===== src/rtl/i2c_target_regfile.sv =====
// I2C target with a byte-wide register file.
// Oversamples SCL/SDA on clk, decodes START/STOP/address/pointer/data and
// drives ACK and read data open-drain. A local port updates registers and
// reports I2C writes.
// Optional feature macro: I2C_TARGET_AUTOINC_EN (pointer auto-increment).
module i2c_target_regfile #(
  parameter logic [7:0]  DEV_ADDR = 8'h77,
  parameter int unsigned NREG     = 16,
  parameter int unsigned FILTER   = 3
) (
  input  logic       clk,
  input  logic       rst,
  input  logic       scl,
  input  logic       sda_in,
  output logic       sda_out,
  output logic       sda_sel,
  input  logic       upd_valid,
  input  logic [7:0] upd_addr,
  input  logic [7:0] upd_data,
  output logic       wr_valid,
  output logic [7:0] wr_addr,
  output logic [7:0] wr_data,
  output logic       busy
);

`ifdef I2C_TARGET_AUTOINC_EN
  localparam bit AUTOINC = 1'b1;
`else
  localparam bit AUTOINC = 1'b0;
`endif

  localparam int unsigned FCW = (FILTER > 1) ? $clog2(FILTER) : 1;
  localparam int unsigned AW  = (NREG > 1) ? $clog2(NREG) : 1;

  localparam logic [3:0] IDLE      = 4'd0;
  localparam logic [3:0] ADDR      = 4'd1;
  localparam logic [3:0] ADDR_ACK  = 4'd2;
  localparam logic [3:0] PTR       = 4'd3;
  localparam logic [3:0] PTR_ACK   = 4'd4;
  localparam logic [3:0] WDATA     = 4'd5;
  localparam logic [3:0] WDATA_ACK = 4'd6;
  localparam logic [3:0] RDATA     = 4'd7;
  localparam logic [3:0] RDATA_ACK = 4'd8;
  localparam logic [3:0] IGNORE    = 4'd9;

  // bit 1 = SCL, bit 0 = SDA
  logic [1:0]     sync1, sync2, filt, filt_q;
  logic [FCW-1:0] fcnt [2];

  logic [7:0] regs [NREG];

  logic [3:0] state, state_nxt;
  logic [3:0] bcnt, bcnt_nxt;
  logic [6:0] sh, sh_nxt;
  logic [7:0] ptr, ptr_nxt;
  logic       phase, phase_nxt;
  logic       rw, rw_nxt;
  logic       sda_sel_nxt, busy_nxt, wr_valid_nxt;
  logic [7:0] wr_addr_nxt, wr_data_nxt;

  logic          scl_f, sda_f;
  logic          scl_rise_c, scl_fall_c, start_c, stop_c;
  logic          ptr_ok_c, upd_ok_c, wr_en_c;
  logic [7:0]    byte_c, rd_byte_c;
  logic [AW-1:0] ptr_idx_c, upd_idx_c;

  assign sda_out = 1'b0;

  // Synchronize both bus lines, then accept a level only after FILTER stable samples
  always_ff @(posedge clk) begin
    if (rst) begin
      sync1  <= 2'b11;
      sync2  <= 2'b11;
      filt   <= 2'b11;
      filt_q <= 2'b11;
      for (int i = 0; i < 2; i++) fcnt[i] <= '0;
    end else begin
      sync1  <= {scl, sda_in};
      sync2  <= sync1;
      filt_q <= filt;
      for (int i = 0; i < 2; i++) begin
        if (sync2[i] == filt[i]) begin
          fcnt[i] <= '0;
        end else if (fcnt[i] == FCW'(FILTER - 1)) begin
          filt[i] <= sync2[i];
          fcnt[i] <= '0;
        end else begin
          fcnt[i] <= fcnt[i] + FCW'(1);
        end
      end
    end
  end

  assign scl_f      = filt[1];
  assign sda_f      = filt[0];
  assign scl_rise_c = scl_f & ~filt_q[1];
  assign scl_fall_c = ~scl_f & filt_q[1];
  assign start_c    = scl_f & filt_q[1] & ~sda_f & filt_q[0];
  assign stop_c     = scl_f & filt_q[1] & sda_f & ~filt_q[0];

  assign byte_c    = {sh, sda_f};
  assign ptr_ok_c  = 32'(ptr) < NREG;
  assign upd_ok_c  = 32'(upd_addr) < NREG;
  assign ptr_idx_c = ptr[AW-1:0];
  assign upd_idx_c = upd_addr[AW-1:0];
  assign rd_byte_c = ptr_ok_c ? regs[ptr_idx_c] : 8'hFF;

  // Register file: local update first so a same-cycle I2C write overrides it
  always_ff @(posedge clk) begin
    if (rst) begin
      for (int i = 0; i < int'(NREG); i++) regs[i] <= 8'h00;
    end else begin
      if (upd_valid && upd_ok_c) regs[upd_idx_c] <= upd_data;
      if (wr_en_c) regs[ptr_idx_c] <= byte_c;
    end
  end

  // Protocol state register and registered outputs
  always_ff @(posedge clk) begin
    if (rst) begin
      state    <= IDLE;
      bcnt     <= '0;
      sh       <= '0;
      ptr      <= '0;
      phase    <= 1'b0;
      rw       <= 1'b0;
      sda_sel  <= 1'b0;
      busy     <= 1'b0;
      wr_valid <= 1'b0;
      wr_addr  <= '0;
      wr_data  <= '0;
    end else begin
      state    <= state_nxt;
      bcnt     <= bcnt_nxt;
      sh       <= sh_nxt;
      ptr      <= ptr_nxt;
      phase    <= phase_nxt;
      rw       <= rw_nxt;
      sda_sel  <= sda_sel_nxt;
      busy     <= busy_nxt;
      wr_valid <= wr_valid_nxt;
      wr_addr  <= wr_addr_nxt;
      wr_data  <= wr_data_nxt;
    end
  end

  // Next-state: bus conditions take priority over SCL edges
  always_comb begin
    state_nxt    = state;
    bcnt_nxt     = bcnt;
    sh_nxt       = sh;
    ptr_nxt      = ptr;
    phase_nxt    = phase;
    rw_nxt       = rw;
    sda_sel_nxt  = sda_sel;
    busy_nxt     = busy;
    wr_valid_nxt = 1'b0;
    wr_addr_nxt  = wr_addr;
    wr_data_nxt  = wr_data;
    wr_en_c      = 1'b0;

    if (start_c) begin
      state_nxt   = ADDR;
      bcnt_nxt    = '0;
      phase_nxt   = 1'b0;
      sda_sel_nxt = 1'b0;
    end else if (stop_c) begin
      state_nxt   = IDLE;
      bcnt_nxt    = '0;
      phase_nxt   = 1'b0;
      sda_sel_nxt = 1'b0;
      busy_nxt    = 1'b0;
    end else begin
      case (state)
        IDLE, IGNORE: ;

        ADDR: if (scl_rise_c) begin
          sh_nxt = {sh[5:0], sda_f};
          if (bcnt == 4'd7) begin
            bcnt_nxt  = '0;
            phase_nxt = 1'b0;
            if (sh == DEV_ADDR[7:1]) begin
              state_nxt = ADDR_ACK;
              rw_nxt    = sda_f;
              busy_nxt  = 1'b1;
            end else begin
              state_nxt = IGNORE;
              busy_nxt  = 1'b0;
            end
          end else begin
            bcnt_nxt = bcnt + 4'd1;
          end
        end

        // First falling edge drives ACK low, second one ends the 9th clock
        ADDR_ACK, PTR_ACK, WDATA_ACK: if (scl_fall_c) begin
          if (!phase) begin
            sda_sel_nxt = 1'b1;
            phase_nxt   = 1'b1;
          end else begin
            phase_nxt   = 1'b0;
            bcnt_nxt    = '0;
            sda_sel_nxt = 1'b0;
            if (state == ADDR_ACK && rw) begin
              state_nxt   = RDATA;
              sh_nxt      = rd_byte_c[6:0];
              sda_sel_nxt = ~rd_byte_c[7];
            end else if (state == ADDR_ACK) begin
              state_nxt = PTR;
            end else begin
              state_nxt = WDATA;
            end
          end
        end

        PTR: if (scl_rise_c) begin
          sh_nxt = {sh[5:0], sda_f};
          if (bcnt == 4'd7) begin
            ptr_nxt   = byte_c;
            bcnt_nxt  = '0;
            phase_nxt = 1'b0;
            state_nxt = PTR_ACK;
          end else begin
            bcnt_nxt = bcnt + 4'd1;
          end
        end

        WDATA: if (scl_rise_c) begin
          sh_nxt = {sh[5:0], sda_f};
          if (bcnt == 4'd7) begin
            if (ptr_ok_c) begin
              wr_en_c      = 1'b1;
              wr_valid_nxt = 1'b1;
              wr_addr_nxt  = ptr;
              wr_data_nxt  = byte_c;
            end
            if (AUTOINC) ptr_nxt = ptr + 8'd1;
            bcnt_nxt  = '0;
            phase_nxt = 1'b0;
            state_nxt = WDATA_ACK;
          end else begin
            bcnt_nxt = bcnt + 4'd1;
          end
        end

        RDATA: begin
          if (scl_rise_c) begin
            bcnt_nxt = bcnt + 4'd1;
          end else if (scl_fall_c) begin
            if (bcnt == 4'd8) begin
              state_nxt   = RDATA_ACK;
              sda_sel_nxt = 1'b0;
              bcnt_nxt    = '0;
              phase_nxt   = 1'b0;
            end else begin
              sda_sel_nxt = ~sh[6];
              sh_nxt      = {sh[5:0], 1'b1};
            end
          end
        end

        // Initiator ACK keeps the read going; NACK ends the transaction
        RDATA_ACK: begin
          if (scl_rise_c) begin
            if (AUTOINC) ptr_nxt = ptr + 8'd1;
            if (sda_f) begin
              state_nxt = IGNORE;
              busy_nxt  = 1'b0;
            end else begin
              phase_nxt = 1'b1;
            end
          end else if (scl_fall_c && phase) begin
            state_nxt   = RDATA;
            phase_nxt   = 1'b0;
            bcnt_nxt    = '0;
            sh_nxt      = rd_byte_c[6:0];
            sda_sel_nxt = ~rd_byte_c[7];
          end
        end

        default: state_nxt = IDLE;
      endcase
    end
  end

endmodule


===== config.mk =====
export PLATFORM = sky130hd
export DESIGN_NAME = i2c_target_regfile
export DESIGN_NICKNAME = d
export VERILOG_FILES = /design/src/rtl/i2c_target_regfile.sv
export SDC_FILE = /design/constraint.sdc
export NUM_CORES = 1
export LEC_CHECK = 0
export ABC_AREA = 1
export CAP_MARGIN = 20
export CORE_UTILIZATION = 47
export CTS_BUF_LIST = sky130_fd_sc_hd__clkbuf_4 sky130_fd_sc_hd__clkbuf_8
export CTS_CLUSTER_DIAMETER = 200
export DETAILED_ROUTE_END_ITERATION = 10
export HOLD_SLACK_MARGIN = 0.06
export MAX_ROUTING_LAYER = met4
export PLACE_DENSITY_LB_ADDON = 0.1
export SLEW_MARGIN = 20
export SYNTH_ARGS = -nofsm -noshare
export SYNTH_HDL_FRONTEND = slang
export SYNTH_SLANG_ARGS = --single-unit

===== constraint.sdc =====
create_clock -name clk -period 7.7 [get_ports clk]
set_input_delay 1.54 -clock clk [delete_from_list [all_inputs] [get_ports clk]]
set_output_delay 1.54 -clock clk [all_outputs]
set_load 0.005 [all_outputs]

# Word-level counts from Yosys, hierarchy flattened
# Memory sizes are Yosys's and may differ from the RTL's. A register that Yosys moved wholly into a read port is not among the register bits.
# Index checks and enable logic that the tools add are counted.
# W data, S select, Z words.
# totals
ram_bits,132
n_memories,2
register_bits,52
# op_classes
n_addsub,3
bitwise_logic,24
n_lt_le_gt_ge,2
n_eq_ne,56
muxes,118
reduce_logical,25
# memory_table
name,words,width,read_ports,rd_clocked_by_memory_dff,wr,line,text
regs,16,8,1,1,16,50,logic [7:0] regs [NREG];
fcnt,2,2,2,0,2,48,logic [FCW-1:0] fcnt [2];
# ops
cell,n
$mux W4,28
$mux W1,64
$mux W7,9
$ne A4 B4 Y1 const B,11
$ne A2 B2 Y1 const B,15
$ne A3 B3 Y1 const B,10
$pmux W4 S7,1
$pmux W7 S4,1
$reduce_and A14 Y1,2
$mux W8,3
$reduce_and A6 Y1,4
$eq A4 B3 Y1 const B,5
$lt A8 B5 Y1 const B,2
$pmux W4 S4,1
$reduce_or A8 Y1,2
$eq A4 B4 Y1 const B,3
$mux W2,6
$reduce_and A12 Y1,1
$not A1 Y1,11
$ne A5 B5 Y1 const B,2
$reduce_and A9 Y1,1
$reduce_or A3 Y1,3
$eq A4 B2 Y1 const B,2
$reduce_and A8 Y1,1
other kinds (20),40

# Logic depth before layout (Yosys ltp)
# depth
depth_word,12
depth_mapped,13

# Worst setup path before layout
# No wires, ideal clock.
# synth_timing
path_type,input to register
start,input port upd_addr[5]
end,"memory regs[10][0], enable pin"
required_ps,7316
path_slack_ps,4534
t_arrival_ps,2782
path_buffers,0
path_stages,5
setup_ps,384
cell_sequence,nor4_1 nand3_1 nor2_1 nand2_1 o21ai_0
# synth_lines
element,line,text
"start, declared",18,"input logic [7:0] upd_addr,"
"end, declared",50,

==> results.cfg <==
[outcome]
outcome = completed

[placement]
dpl_cell_area_mm2 = 0.0101
gp_congestion = 0.965
portBuffers = 39
place_ws_ns = 2.89
dp_hpwl_um = 18900

[yosys]
ys_warn_count = 0
synth_cell_type_count = 34
ys_seq_elements = 188
yosys.area.top_type = edfxtp_1
synthFlopType = edfxtp_1
async_flop_share = 0
synthTopCellsByArea = edfxtp_1, o21ai_0, dfxtp_1
synth_edf_count = 132
syn-cell-area_mm2 = 0.00967
synth_top_area_share = 0.410
synthCells = 1180
seq_area_frac_synth = 0.526
avgSynthCellArea_um2 = 8.19

[setup_path]
cpMostUsedCell = nor2_1
worst-path-max-fanout = 33
startpoint = rst
crit_required_ns = 7.85
ff2ff_setup_slack_ns = 3.75
arrival_ns = 4.49
reg2reg_depth = 8
r2r_start = state[0]$_SDFFE_PP0P_
cp-start-kind = input pin
crit_slowest_cell = inv_1
crit_path_end = regs[4][3]$_DFFE_PP_
cp-end-kind = flop
reg2reg_to = regs[11][6]$_DFFE_PP_
criticalPathCategory = input pin to flop
critical_path.cell_chain = clkdlybuf4s50_1 -> buf_4 -> inv_1 -> nand3_1 -> nor2_1 -> nand2_1 -> nor2_1 -> nor2_1 -> nand2_1
critical-path-max-stage-delay_ns = 0.79

[timing]
setup_ws_ns = 3.37
clock.fmax_mhz = 231
hold_viol_final = 0
timing.hold.ws_ns = 0.424
slew_headroom = 0.258
fin_crit_sh = 0.563
skew_ns = 0.0222
rsz0062_at_grt = no
finalSetupTns_ns = 0
maxSlewViolCount = 0
setup-violations-final = 0
worst_slew_pin_slew_ns = 1.11
period_needed_ns = 4.33

[floorplan]
io_pins = 41
start_util = 0.479
die_w_um = 145
fp.dieArea_mm2 = 0.0211
coreArea_mm2 = 0.0202
rows = 52
die_h_um = 145

[hold_path]
hold_start = sync1[0]$_SDFF_PP1_
holdPathStages = 1
hold_class = flop to flop

[power]
p_leak_nw = 3.71
ir_worst_vdd_uv = 150
powerDensity_mw_per_mm2 = 236

[clocking]
cts_resized = 0
postCtsHoldBufs = 0
clk_pin_slew_ns = 0.12
post_cts_buffers = 0
cts_root_buffer = clkbuf_8
cts_max_level = 4
cts-buffers-inserted = 17
cts_tree = yes
cts_sinks = 188
clk_latency_ns = 0.49
clock_path_buffers = 2

[final_layout]
fin_nets = 1195
fillers = 1916
drive_above_1_share = 0.0415
diodes = 0
fin_area_mm2 = 0.0106
syn_to_final_growth_pct = 9.25
fin_util = 0.524

[global_route]
track_usage = 0.292
grt_max_degree = 66
grt_pass1_vias = 7737
overflow = 0
grt_first_pass_wirelength_um = 44900
antenna_found_initial = 0

[routing]
wl_um = 29200
vias = 8556
first_iter_violations = 807
drtAntennaViolNets = 0
drc_errors = 0
wl_per_cell_um = 20.1
via_per_inst = 5.90
first_pass_iters = 6

[job]
max_cap_violations = 0
-- state kept, by name (all words and copies together), names as in the netlist, named ones only --
signal,count
regs,128
ptr,8
wr_addr,8
wr_data,8
sh,7
bcnt,4
fcnt,4
state,4
filt,2
filt_q,2
sync1,2
sync2,2
busy,1
phase,1
rw,1
sda_sel,1
wr_valid,1
-- worst min-delay path by stage --
stage	endpoint	slack, ns
2_1_floorplan	sync2[0]$_SDFF_PP1_	0.39
3_3_place_gp	sync2[0]$_SDFF_PP1_	0.39
3_5_place_dp	sync2[0]$_SDFF_PP1_	0.39
4_1_cts	sync2[0]$_SDFF_PP1_	0.43
5_1_grt	sync2[0]$_SDFF_PP1_	0.45
6_report	sync2[0]$_SDFF_PP1_	0.42
-- placed cells by master, fill, tap and decap left out, types with 2 or more instances in the layout --
cell type,instances
a211oi_1,2
inv_6,3
conb_1,5
nor2_1,184
inv_1,66
o21ai_0,224
edfxtp_1,132
clkdlybuf4s50_1,39
nand2_1,133
nor3_2,2
ha_1,7
nand4_1,4
clkinv_8,8
or2_2,4
dfxtp_1,55
o211ai_1,25
clkbuf_8,17
a21oi_1,37
buf_4,5
nor3_1,8
clkinv_1,3
nand3_1,198
-- final cells by class --
class	instances	area, µm²	share of cell area
Sequential cell	188	5090	0.482
Multi-Input combinational cell	846	4020	0.380
Timing Repair Buffer	44	428	0.0405
Tap cell	270	338	0.0320
Inverter	70	263	0.0249
Clock buffer	17	234	0.0222
Clock inverter	15	199	0.0188
-- through the flow --
stage	total power, mW	cells
2_1_floorplan	1.61	1183
3_3_place_gp	1.82	1418
3_5_place_dp	1.82	1418
4_1_cts	2.49	1450
5_1_grt	2.62	1450
6_report	2.49	1450
-- cells in the mapped netlist (2+ instances only) --
cell and count:
edfxtp_1 132, inv_1 66, a21oi_1 37, nor3_2 2, nand3_1 198, nor3_1 8, nor2_1 184, clkinv_1 3
dfxtp_1 56, conb_1 2, nand4_1 4, o21ai_0 225, or2_2 4, buf_2 11, clkbuf_1 52, a211oi_1 2
ha_1 7, buf_1 12, buf_4 3, nor4_1 2, o211ai_1 25, nand2_1 133
-- power breakdown --
group | leakage [nW] | switching (mW) | total (mW) | internal (mW)
registers | 1.71 | 0.0500 | 1.20 | 1.15
logic | 1.78 | 0.450 | 0.605 | 0.155
clock network | 0.213 | 0.431 | 0.685 | 0.254
total | 3.71 | 0.931 | 2.49 | 1.56
-- logic make-up after synthesis --
| logic type | after synthesis | share of synthesized area |
|---|---|---|
| AND/OR/NAND/NOR | 539 | 0.242 |
| XOR/XNOR | 1 | 0.000906 |
| flip-flops | 188 | 0.526 |
| other | 2 | 0.000777 |
| buffers and inverters | 149 | 0.0606 |
| AO/OA/AOI/OAI | 294 | 0.161 |
| adder cells (fa/ha/maj) | 7 | 0.00906 |
-- worst max-delay path, delay by kind of cell --
family / cells / cell delay, ns
buffers and inverters: 3 / 1.48
AND/OR/NAND/NOR: 6 / 1.47
-- per-layer routing --
layer	GRT usage	vias to the layer above	share of wire
met4	0.116	0	0.030
met3	0.0505	68	0.10
met2	0.448	482	0.46
li1	-	4075	-
met1	0.385	3931	0.41
met5	-	-	0
Note: power is estimated with default switching activity, not from simulation.
